**config.mk**
```make
export PLATFORM = sky130hd
export DESIGN_NAME = trap_sequencer_flat
export DESIGN_NICKNAME = d
export VERILOG_FILES = /design/src/rtl/trap_sequencer_if.sv /design/src/rtl/trap_sequencer.sv /design/src/flat_wrapper.sv
export SDC_FILE = /design/constraint.sdc
export NUM_CORES = 1
export LEC_CHECK = 0
export CAP_MARGIN = 20
export CORE_AREA = 2 2 235 237
export CTS_CLUSTER_SIZE = 40
export DETAILED_ROUTE_END_ITERATION = 8
export DIE_AREA = 0 0 237 239
export PLACE_DENSITY = 0.65
export SETUP_SLACK_MARGIN = 0.4
export SLEW_MARGIN = 20
export SYNTH_ARGS = -nofsm -noshare
export SYNTH_HDL_FRONTEND = slang
export SYNTH_SLANG_ARGS = --single-unit
```
**constraint.sdc**
```tcl
create_clock -name clk -period 8.2 [get_ports clk]
set_input_delay 2.46 -clock clk [delete_from_list [all_inputs] [get_ports clk]]
set_output_delay 2.46 -clock clk [all_outputs]
set_load 0.05 [all_outputs]
```
**src/rtl/trap_sequencer_if.sv**
```systemverilog
// Trap sequencer bus: writeback requests and CSR snapshots in; CSR write port, privilege and redirect out.
interface trap_sequencer_if #(
   parameter int unsigned XLEN = 64
);
   logic            exc_valid;
   logic [5:0]      exc_code;
   logic [XLEN-1:0] exc_pc;
   logic            mret_valid;
   logic            drained;
   logic [XLEN-1:0] resume_pc;
   logic [XLEN-1:0] mstatus;
   logic [XLEN-1:0] mip;
   logic [XLEN-1:0] mie;
   logic [XLEN-1:0] mtvec;
   logic [XLEN-1:0] mepc;

   logic            flush_req;
   logic            busy;
   logic            csr_we;
   logic [11:0]     csr_addr;
   logic [XLEN-1:0] csr_wdata;
   logic [1:0]      mode;
   logic            redirect_valid;
   logic [XLEN-1:0] redirect_pc;

   // Pipeline / CSR-file side
   modport master (
      output exc_valid, exc_code, exc_pc, mret_valid, drained, resume_pc,
             mstatus, mip, mie, mtvec, mepc,
      input  flush_req, busy, csr_we, csr_addr, csr_wdata, mode,
             redirect_valid, redirect_pc
   );

   // Sequencer side
   modport slave (
      input  exc_valid, exc_code, exc_pc, mret_valid, drained, resume_pc,
             mstatus, mip, mie, mtvec, mepc,
      output flush_req, busy, csr_we, csr_addr, csr_wdata, mode,
             redirect_valid, redirect_pc
   );
endinterface

```
**src/rtl/trap_sequencer.sv**
```systemverilog
// Trap entry / mret controller: arbitrates requests, drains, writes mepc/mcause/mstatus, redirects the PC.
module trap_sequencer #(
   parameter int unsigned XLEN = 64
) (
   input logic             clk,
   input logic             rst,
   trap_sequencer_if.slave tif
);
   localparam int unsigned CODE_W   = 6;
   localparam int unsigned ADDR_W   = 12;
   localparam int unsigned PAD_W    = XLEN - 1 - CODE_W;
   localparam logic [ADDR_W-1:0] A_MEPC    = 12'h341;
   localparam logic [ADDR_W-1:0] A_MCAUSE  = 12'h342;
   localparam logic [ADDR_W-1:0] A_MSTATUS = 12'h300;
   localparam logic [XLEN-1:0]   IRQ_MASK  = XLEN'(12'h888);

   typedef enum logic [2:0] {
      S_IDLE,
      S_DRAIN,
      S_W_MEPC,
      S_W_MCAUSE,
      S_W_MSTATUS,
      S_REDIRECT
   } state_t;

   state_t              state_q, state_d;
   logic [XLEN-1:0]     pc_q, pc_d;
   logic [CODE_W-1:0]   code_q, code_d;
   logic                intr_q, intr_d;
   logic                ret_q, ret_d;
   logic [XLEN-1:0]     mst_q, mst_d;
   logic [1:0]          mode_q, mode_d;

   logic                busy_q, busy_d;
   logic                we_q, we_d;
   logic [ADDR_W-1:0]   addr_q, addr_d;
   logic [XLEN-1:0]     wdata_q, wdata_d;
   logic                rv_q, rv_d;
   logic [XLEN-1:0]     rpc_q, rpc_d;

   logic [XLEN-1:0]     pend;
   logic                irq_ok;
   logic [CODE_W-1:0]   irq_code;
   logic [XLEN-1:0]     mst_wr;
   logic [XLEN-1:0]     trap_tgt;

   // Interrupt eligibility and fixed priority 11 > 3 > 7
   always_comb begin
      pend     = tif.mip & tif.mie;
      irq_ok   = ((mode_q == 2'd3 && tif.mstatus[3]) || mode_q == 2'd0) && (|(pend & IRQ_MASK));
      irq_code = CODE_W'(7);
      if (pend[11])     irq_code = CODE_W'(11);
      else if (pend[3]) irq_code = CODE_W'(3);
   end

   // Next state and latched trap context
   always_comb begin
      state_d = state_q;
      pc_d    = pc_q;
      code_d  = code_q;
      intr_d  = intr_q;
      ret_d   = ret_q;
      mst_d   = mst_q;
      mode_d  = mode_q;
      case (state_q)
         S_IDLE: begin
            if (tif.exc_valid) begin
               pc_d    = tif.exc_pc;
               code_d  = tif.exc_code;
               intr_d  = 1'b0;
               ret_d   = 1'b0;
               mst_d   = tif.mstatus;
               state_d = S_W_MEPC;
            end else if (tif.mret_valid) begin
               pc_d    = tif.mepc;
               mst_d   = tif.mstatus;
               ret_d   = 1'b1;
               state_d = S_W_MSTATUS;
            end else if (irq_ok) begin
               code_d  = irq_code;
               intr_d  = 1'b1;
               ret_d   = 1'b0;
               state_d = S_DRAIN;
            end
         end
         S_DRAIN: begin
            if (tif.exc_valid) begin
               pc_d    = tif.exc_pc;
               code_d  = tif.exc_code;
               intr_d  = 1'b0;
               mst_d   = tif.mstatus;
               state_d = S_W_MEPC;
            end else if (tif.drained) begin
               if (irq_ok) begin
                  pc_d    = tif.resume_pc;
                  mst_d   = tif.mstatus;
                  state_d = S_W_MEPC;
               end else begin
                  state_d = S_IDLE;
               end
            end
         end
         S_W_MEPC:    state_d = S_W_MCAUSE;
         S_W_MCAUSE:  state_d = S_W_MSTATUS;
         S_W_MSTATUS: begin
            mode_d  = ret_q ? mst_q[12:11] : 2'd3;
            state_d = S_REDIRECT;
         end
         S_REDIRECT:  state_d = S_IDLE;
         default:     state_d = S_IDLE;
      endcase
   end

   // New mstatus image for trap entry or return
   always_comb begin
      mst_wr = mst_d;
      if (ret_d) begin
         mst_wr[3]     = mst_d[7];
         mst_wr[7]     = 1'b1;
         mst_wr[12:11] = 2'd0;
      end else begin
         mst_wr[7]     = mst_d[3];
         mst_wr[3]     = 1'b0;
         mst_wr[12:11] = mode_q;
      end
   end

   // Trap vector: base, plus 4*code for vectored interrupts (wraps)
   always_comb begin
      trap_tgt = {tif.mtvec[XLEN-1:2], 2'b00};
      if (tif.mtvec[1:0] == 2'b01 && intr_d)
         trap_tgt = trap_tgt + XLEN'({code_d, 2'b00});
   end

   // Output values for the state being entered, registered below
   always_comb begin
      busy_d  = (state_d != S_IDLE);
      we_d    = 1'b0;
      addr_d  = '0;
      wdata_d = '0;
      rv_d    = 1'b0;
      rpc_d   = '0;
      case (state_d)
         S_W_MEPC: begin
            we_d    = 1'b1;
            addr_d  = A_MEPC;
            wdata_d = {pc_d[XLEN-1:2], 2'b00};
         end
         S_W_MCAUSE: begin
            we_d    = 1'b1;
            addr_d  = A_MCAUSE;
            wdata_d = {intr_d, {PAD_W{1'b0}}, code_d};
         end
         S_W_MSTATUS: begin
            we_d    = 1'b1;
            addr_d  = A_MSTATUS;
            wdata_d = mst_wr;
         end
         S_REDIRECT: begin
            rv_d  = 1'b1;
            rpc_d = ret_d ? pc_d : trap_tgt;
         end
         default: ;
      endcase
   end

   // State, context and output registers
   always_ff @(posedge clk or negedge rst) begin
      if (!rst) begin
         state_q <= S_IDLE;
         pc_q    <= '0;
         code_q  <= '0;
         intr_q  <= 1'b0;
         ret_q   <= 1'b0;
         mst_q   <= '0;
         mode_q  <= 2'd3;
         busy_q  <= 1'b0;
         we_q    <= 1'b0;
         addr_q  <= '0;
         wdata_q <= '0;
         rv_q    <= 1'b0;
         rpc_q   <= '0;
      end else begin
         state_q <= state_d;
         pc_q    <= pc_d;
         code_q  <= code_d;
         intr_q  <= intr_d;
         ret_q   <= ret_d;
         mst_q   <= mst_d;
         mode_q  <= mode_d;
         busy_q  <= busy_d;
         we_q    <= we_d;
         addr_q  <= addr_d;
         wdata_q <= wdata_d;
         rv_q    <= rv_d;
         rpc_q   <= rpc_d;
      end
   end

   assign tif.busy           = busy_q;
   assign tif.flush_req      = busy_q;
   assign tif.csr_we         = we_q;
   assign tif.csr_addr       = addr_q;
   assign tif.csr_wdata      = wdata_q;
   assign tif.mode           = mode_q;
   assign tif.redirect_valid = rv_q;
   assign tif.redirect_pc    = rpc_q;
endmodule

```
**src/flat_wrapper.sv**
```systemverilog
// flat-port wrapper written by rule: the top's interface ports become plain ports
module trap_sequencer_flat 
#(
   parameter int unsigned XLEN = 64
)
  (clk, rst, tif_exc_valid, tif_exc_code, tif_exc_pc, tif_mret_valid, tif_drained, tif_resume_pc, tif_mstatus, tif_mip, tif_mie, tif_mtvec, tif_mepc, tif_flush_req, tif_busy, tif_csr_we, tif_csr_addr, tif_csr_wdata, tif_mode, tif_redirect_valid, tif_redirect_pc);
  trap_sequencer_if #(.XLEN(XLEN)) tif_i ();
  input logic clk;
  input logic rst;
  input wire logic [$bits(tif_i.exc_valid)-1:0] tif_exc_valid;
  input wire logic [$bits(tif_i.exc_code)-1:0] tif_exc_code;
  input wire logic [$bits(tif_i.exc_pc)-1:0] tif_exc_pc;
  input wire logic [$bits(tif_i.mret_valid)-1:0] tif_mret_valid;
  input wire logic [$bits(tif_i.drained)-1:0] tif_drained;
  input wire logic [$bits(tif_i.resume_pc)-1:0] tif_resume_pc;
  input wire logic [$bits(tif_i.mstatus)-1:0] tif_mstatus;
  input wire logic [$bits(tif_i.mip)-1:0] tif_mip;
  input wire logic [$bits(tif_i.mie)-1:0] tif_mie;
  input wire logic [$bits(tif_i.mtvec)-1:0] tif_mtvec;
  input wire logic [$bits(tif_i.mepc)-1:0] tif_mepc;
  output wire logic [$bits(tif_i.flush_req)-1:0] tif_flush_req;
  output wire logic [$bits(tif_i.busy)-1:0] tif_busy;
  output wire logic [$bits(tif_i.csr_we)-1:0] tif_csr_we;
  output wire logic [$bits(tif_i.csr_addr)-1:0] tif_csr_addr;
  output wire logic [$bits(tif_i.csr_wdata)-1:0] tif_csr_wdata;
  output wire logic [$bits(tif_i.mode)-1:0] tif_mode;
  output wire logic [$bits(tif_i.redirect_valid)-1:0] tif_redirect_valid;
  output wire logic [$bits(tif_i.redirect_pc)-1:0] tif_redirect_pc;
  assign tif_i.exc_valid = tif_exc_valid;
  assign tif_i.exc_code = tif_exc_code;
  assign tif_i.exc_pc = tif_exc_pc;
  assign tif_i.mret_valid = tif_mret_valid;
  assign tif_i.drained = tif_drained;
  assign tif_i.resume_pc = tif_resume_pc;
  assign tif_i.mstatus = tif_mstatus;
  assign tif_i.mip = tif_mip;
  assign tif_i.mie = tif_mie;
  assign tif_i.mtvec = tif_mtvec;
  assign tif_i.mepc = tif_mepc;
  assign tif_flush_req = tif_i.flush_req;
  assign tif_busy = tif_i.busy;
  assign tif_csr_we = tif_i.csr_we;
  assign tif_csr_addr = tif_i.csr_addr;
  assign tif_csr_wdata = tif_i.csr_wdata;
  assign tif_mode = tif_i.mode;
  assign tif_redirect_valid = tif_i.redirect_valid;
  assign tif_redirect_pc = tif_i.redirect_pc;
  trap_sequencer #(.XLEN(XLEN)) u_core (.clk(clk), .rst(rst), .tif(tif_i));
endmodule
```
* Word level (Yosys, flattened, before mapping)
Index checks and enable logic that the tools add are counted.
** Word-level totals
- Register bits after elaboration :: 282
- Latch bits :: 0
- Bits in writable memories :: 0
- Bits in read-only memories :: 0
- Input port bits :: 459
- Word-level logic and storage cells :: 86
- Memories :: 0
** Operators by class
- $add $sub $neg :: 1
- Multiply operators :: 0
- Divide/modulo/power cells :: 0
- Magnitude comparators :: 0
- Equal/unequal tests :: 13
- Shift-type cells :: 0
- Mux-type cells :: 46
- Bitwise gates (word level) :: 1
- Reduce and logical (&&, ||, !) cells :: 11
** Operator list (number)
- two-way mux 64 bit :: 13
- case mux 64 bit (2 select lines) :: 2
- case mux 64 bit (3 select lines) :: 1
- adder 64 x 8 -> 64 bit :: 1
- case mux 10 bit (3 select lines) :: 1
- two-way mux 6 bit :: 4
- two-way mux 3 bit :: 6
- case mux 3 bit (5 select lines) :: 1
- AND 12 bit :: 1
- == test 3 x 2 -> 1 bit (second input constant) :: 4
- two-way mux 1 bit :: 12
- case mux 6 bit (2 select lines) :: 1
- == test 3 bit (second input constant) :: 3
- two-way mux 2 bit :: 3
- inequality test 3 bit (second input constant) :: 2
- OR reduction 3 bit :: 2
- two-way mux 4 bit :: 1
- AND reduction 4 bit :: 1
- == test 3 x 1 -> 1 bit (second input constant) :: 1
- logical AND 1 bit :: 3
- zero test 3 bit :: 1
- inequality test 3 x 2 -> 1 bit (second input constant) :: 1
- nonzero test 3 bit :: 1
- == test 2 x 1 -> 1 bit (second input constant) :: 1
- 5 further kinds :: 5

* Longest topological paths before layout
- Depth in word-level cells :: 12
- Mapped depth :: 17

* Worst setup path after synthesis
No wires, ideal clock.
- Path kind :: input to register
- Start point :: input port tif_exc_valid
- End point :: register u_core.rpc_q[42], in the netlist u_core.tif.redirect_pc[42]
- Data arrival time :: 5.797 ns
- Data required time :: 8.118 ns
- Path slack :: 2.321 ns
- Stages :: 15
- Buffers on the path :: 4
- Path through :: clkbuf_1 buf_1 clkbuf_1 nor2_1 nor2_1 o22a_1 ha_1 fa_1 nand3_1 nand2_1 a31oi_1 or4_4 buf_6 or4_1 a31oi_1
** Between the ends
- Longest elaborated chain between the ends :: 6
- Elaborated cells on any way between the ends :: 20
- Those cells by class :: add/sub: 1; eq/ne: 1; mux: 17; reduce/logical: 1
** Ends and longest elaborated chain
- start: declaration :: line flat_wrapper.sv:10 : input wire logic [$bits(tif_i.exc_valid)-1:0] tif_exc_valid;
- two-way mux 6 bit (on tied branches) :: line trap_sequencer.sv:87, trap_sequencer.sv:67
- case mux 6 bit (2 select lines) * :: line trap_sequencer.sv:65 : case (state_q)
- net u_core.code_d[0] :: line trap_sequencer.sv:28 : logic [CODE_W-1:0] code_q, code_d;
- adder 64 x 8 -> 64 bit * :: line trap_sequencer.sv:132 : trap_tgt = trap_tgt + XLEN'({code_d, 2'b00});
- two-way mux 64 bit * :: line trap_sequencer.sv:131 : if (tif.mtvec[1:0] == 2'b01 && intr_d)
- two-way mux 64 bit * :: line trap_sequencer.sv:161 : rpc_d = ret_d ? pc_d : trap_tgt;
- two-way mux 64 bit * :: line trap_sequencer.sv:143 : case (state_d)
- net u_core.rpc_d[42] :: line trap_sequencer.sv:39 : logic [XLEN-1:0] rpc_q, rpc_d;
- end signal: assignment :: line trap_sequencer.sv:196 : rpc_q <= rpc_d;
- end: declaration :: line trap_sequencer.sv:39
The timed path passes the listed nets; every way through them passes the cells marked *.
A chain may end at the register's enable or synchronous reset.

* Worst setup path after layout
- Start point :: input port tif_mstatus[3]
- End point :: register u_core.rpc_q[59], in the netlist u_core.tif.redirect_pc[59]
** Between the ends
- Longest elaborated chain between the ends :: 11
- Elaborated cells on any way between the ends :: 32
- Those cells by class :: add/sub: 1; eq/ne: 1; mux: 26; reduce/logical: 4
** Ends and longest elaborated chain
- start: declaration :: line flat_wrapper.sv:16 : input wire logic [$bits(tif_i.mstatus)-1:0] tif_mstatus;
- logical AND 1 bit :: line trap_sequencer.sv:50 : irq_ok = ((mode_q == 2'd3 && tif.mstatus[3]) || mode_q == 2'd0) && (|(pend & IRQ_MASK));
- logical OR 1 bit :: line trap_sequencer.sv:50
- logical AND 1 bit :: line trap_sequencer.sv:50
- two-way mux 6 bit :: line trap_sequencer.sv:79 : end else if (irq_ok) begin
- two-way mux 6 bit :: line trap_sequencer.sv:74 : end else if (tif.mret_valid) begin
- two-way mux 6 bit :: line trap_sequencer.sv:67 : if (tif.exc_valid) begin
- case mux 6 bit (2 select lines) :: line trap_sequencer.sv:65
- net u_core.code_d[3] :: line trap_sequencer.sv:28
- adder 64 x 8 -> 64 bit :: line trap_sequencer.sv:132
- two-way mux 64 bit :: line trap_sequencer.sv:131
- two-way mux 64 bit :: line trap_sequencer.sv:161
- two-way mux 64 bit :: line trap_sequencer.sv:143
- net u_core.rpc_d[59] :: line trap_sequencer.sv:39
The timed path passes the listed nets, and every way through them passes these cells.

==> metrics.yaml <==
routed_via_density: 5.34
grt_max_degree: 139
ioPinCount: 605
ir_worst_vdd_mv: 0.254
port_buffers: 475
synth_top_area_cell: "dfrtp_1"
fp-row-count: 86
cts_made_buffers: 34
hp-start: "u_core.mst_q[35]$_DFF_PN0_"
initial_core_util_pct: 25.1
holdBufCountCts: 0
path_class: "in -> reg"
hold_viol: 0
die_area_mm2: 0.0566
dr.pass1.iters: 8
syn_area_mm2: 0.0136
ant_nets: 0
grtUsageMet3_pct: 6.37
antenna_found_initial: 22
fin_tns_setup_ps: 0
worstHoldPathType: "reg -> reg"
vias: 13800
r2r_start: "u_core.state_q[0]$_DFF_PN0_"
drt_iter0_drc: 1345
avgSynthCellArea_um2: 9.65
synthToLayoutAreaGrowth_pct: 48.7
async_flop_share_pct: 100
nFillCells: 5315
critical_path_buf_inv_count: 1
crit_fanout: 11
slowest_delay_ps: 940
worst_slew_pin_slew_ps: 1010
critPathLaunchType: "primary input"
setup_violations: 0
cp_slowest_cell: "a2111oi_1"
die_h_um: 239
grt_overflow: 0
synth-seq-cells: 276
use_met1_pct: 33.2
place_area_mm2: 0.0192
synth_edf_count: 0
maxCapViolations: 0
hold_slack_ps: 479
post_drt_wl_per_cell_um: 26.5
grt_use_met2_pct: 35.8
cts_sinks: 276
multi_input_area_mm2: 0.00616
regArea_mm2: 0.00691
drc: 0
final_cell_area_mm2: 0.0203
cp_top_family: "compound AO/OA/AOI/OAI gates"
grt_pass1_vias: 13700
die_w_um: 237
place_hpwl_um: 51300
clk_latency_ps: 540
finalMaxSlewViolations: 0
htreeDepth: 2
status: "finished clean"
crit_chain: "clkdlybuf4s50_1 -> nand3_1 -> a2111oi_1 -> a32oi_1 -> o22ai_1 -> ha_1 -> o21ai_0 -> o21ai_0 -> nand2b_1 -> or4_1 -> or4_1 -> a311oi_1"
r2r_end: "u_core.tif.redirect_pc[59]$_DFF_PN0_"
p_total_mw: 7.88
maxSlewHeadroom_pct: 32.9
cts-root-buf: "clkbuf_16"
yosysWarnings: 0
design.core.area_mm2: 0.0543
gp_congestion: 0.931
synthTopCellsByArea: "dfrtp_1 50%, nand2_1 7.6%, a221o_1 4.1%"
period_share_pct: 83.4
r2r_cells: 11
synth_commonest_cells: "277 x nand2_1, 274 x dfrtp_1, 87 x clkbuf_1, 68 x a21oi_1, 56 x a221o_1"
yosysSeqAreaShare_pct: 50.6
cts_tree: "done"
yosysUniqueCellTypes: 67
synth.most_common_cell: "nand2_1"
period_minus_slack_ps: 6840
track_usage_pct: 23.7
skew_ps: 20.2
nNetsFinal: 2316
busiest_layer: "met2"
crit_start: "tif_mstatus[3]"
cp-endpoint: "u_core.tif.redirect_pc[59]$_DFF_PN0_"
drt-total-wl_um: 68600
drive_gt1_share_pct: 7.06
ctsResizeCount: 0
required_ps: 8630
rsz0062_at_grt: "false"
postCtsSetupBuffers: 0
cp.depth: 12
crit_arrival_ps: 7270
synth_flop_cell: "dfrtp_1"
fmax_mhz: 146
clk_path_buf_depth: 3
clk_pin_slew_ps: 60
cp-end-kind: "flop"
power_leakage_nw: 8.60
rrSetupSlack_ps: 2950
p_per_area_mw_per_mm2: 388
synthCells: 1414
grt_pass1_wl_um: 97000
synth_top_area_share_pct: 50.2
==> flip-flops by register name (all words and copies together), names as in the netlist, 2 cells and up <==
register and count:
u_core.state_q 3, u_core.tif.csr_addr 4, u_core.tif.csr_wdata 64, u_core.mst_q 64, u_core.pc_q 64, u_core.code_q 6
u_core.tif.redirect_pc 64, u_core.tif.mode 2
==> cell usage in the layout (no fill, tap or decap), types with 28 or more instances in the layout <==
cell type,count
clkbuf_16,35
o21ai_0,55
dfrtp_1,274
buf_4,28
a221o_1,56
a21oi_1,67
a222oi_1,53
nor2_1,32
clkdlybuf4s50_1,472
nand3_1,47
nand2_1,277
xnor2_1,35
inv_1,54
==> final cells by class <==
cell class              count  area share [%]
repair buffers            504            24.6
diodes                      9           0.111
flip-flops and latches    276            34.1
clock buffers              48            4.85
well taps                 704            4.34
inverters                  56            1.04
clock inverters            10           0.635
multi-input cells         977            30.4
==> how the worst min path moves through the flow <==
stage	to	slack (ps)	cells after the start
6_report	u_core.mst_q[35]$_DFF_PN0_	480	2
5_1_grt	u_core.mst_q[62]$_DFF_PN0_	500	2
4_1_cts	u_core.mst_q[27]$_DFF_PN0_	470	2
3_5_place_dp	u_core.mst_q[27]$_DFF_PN0_	460	2
3_3_place_gp	u_core.mst_q[23]$_DFF_PN0_	460	2
2_1_floorplan	u_core.tif.mode[0]$_DFFE_PN1N_	440	1
==> report_power, final <==
group	internal [mW]	switching [mW]	total (mW)
sequential	1.93	0.258	2.19
combinational	1.28	2.87	4.15
clock	0.929	0.612	1.54
==> metrics by stage <==
step	worst slack, ps	instances	util, %
2_1_floorplan	2320	1420	-
3_3_place_gp	772	2517	35.2
3_5_place_dp	906	2517	35.2
4_1_cts	1480	2575	37.3
5_1_grt	1240	2578	37.3
6_report	1360	2584	37.3
==> worst min-delay path: cells and delay by family, from the launching register on <==
kind	cells	cell delay [ps]
and+or+nand+nor	2	110
DFF	1	340
==> kinds of logic after synthesis <==
kind of cell    after synthesis  synth area share, %
simple gates                502                 17.1
compound gates              398                 22.2
flops                       276                 50.6
buf+inv                     167                 4.96
xor+xnor                     41                 2.63
mux                          21                 1.72
fa+ha+maj                     8                0.788
other cells                   1               0.0275
==> metal layers <==
metal,vias to the layer above,part of all wire (%),wire length (um)
met3,109,9.5,6500
met5,-,0.14,96
met1,6836,45,30500
met2,739,43,29700
met4,14,2.6,1750
li1,6095,-,-
Note: power is estimated with default switching activity, not from simulation.
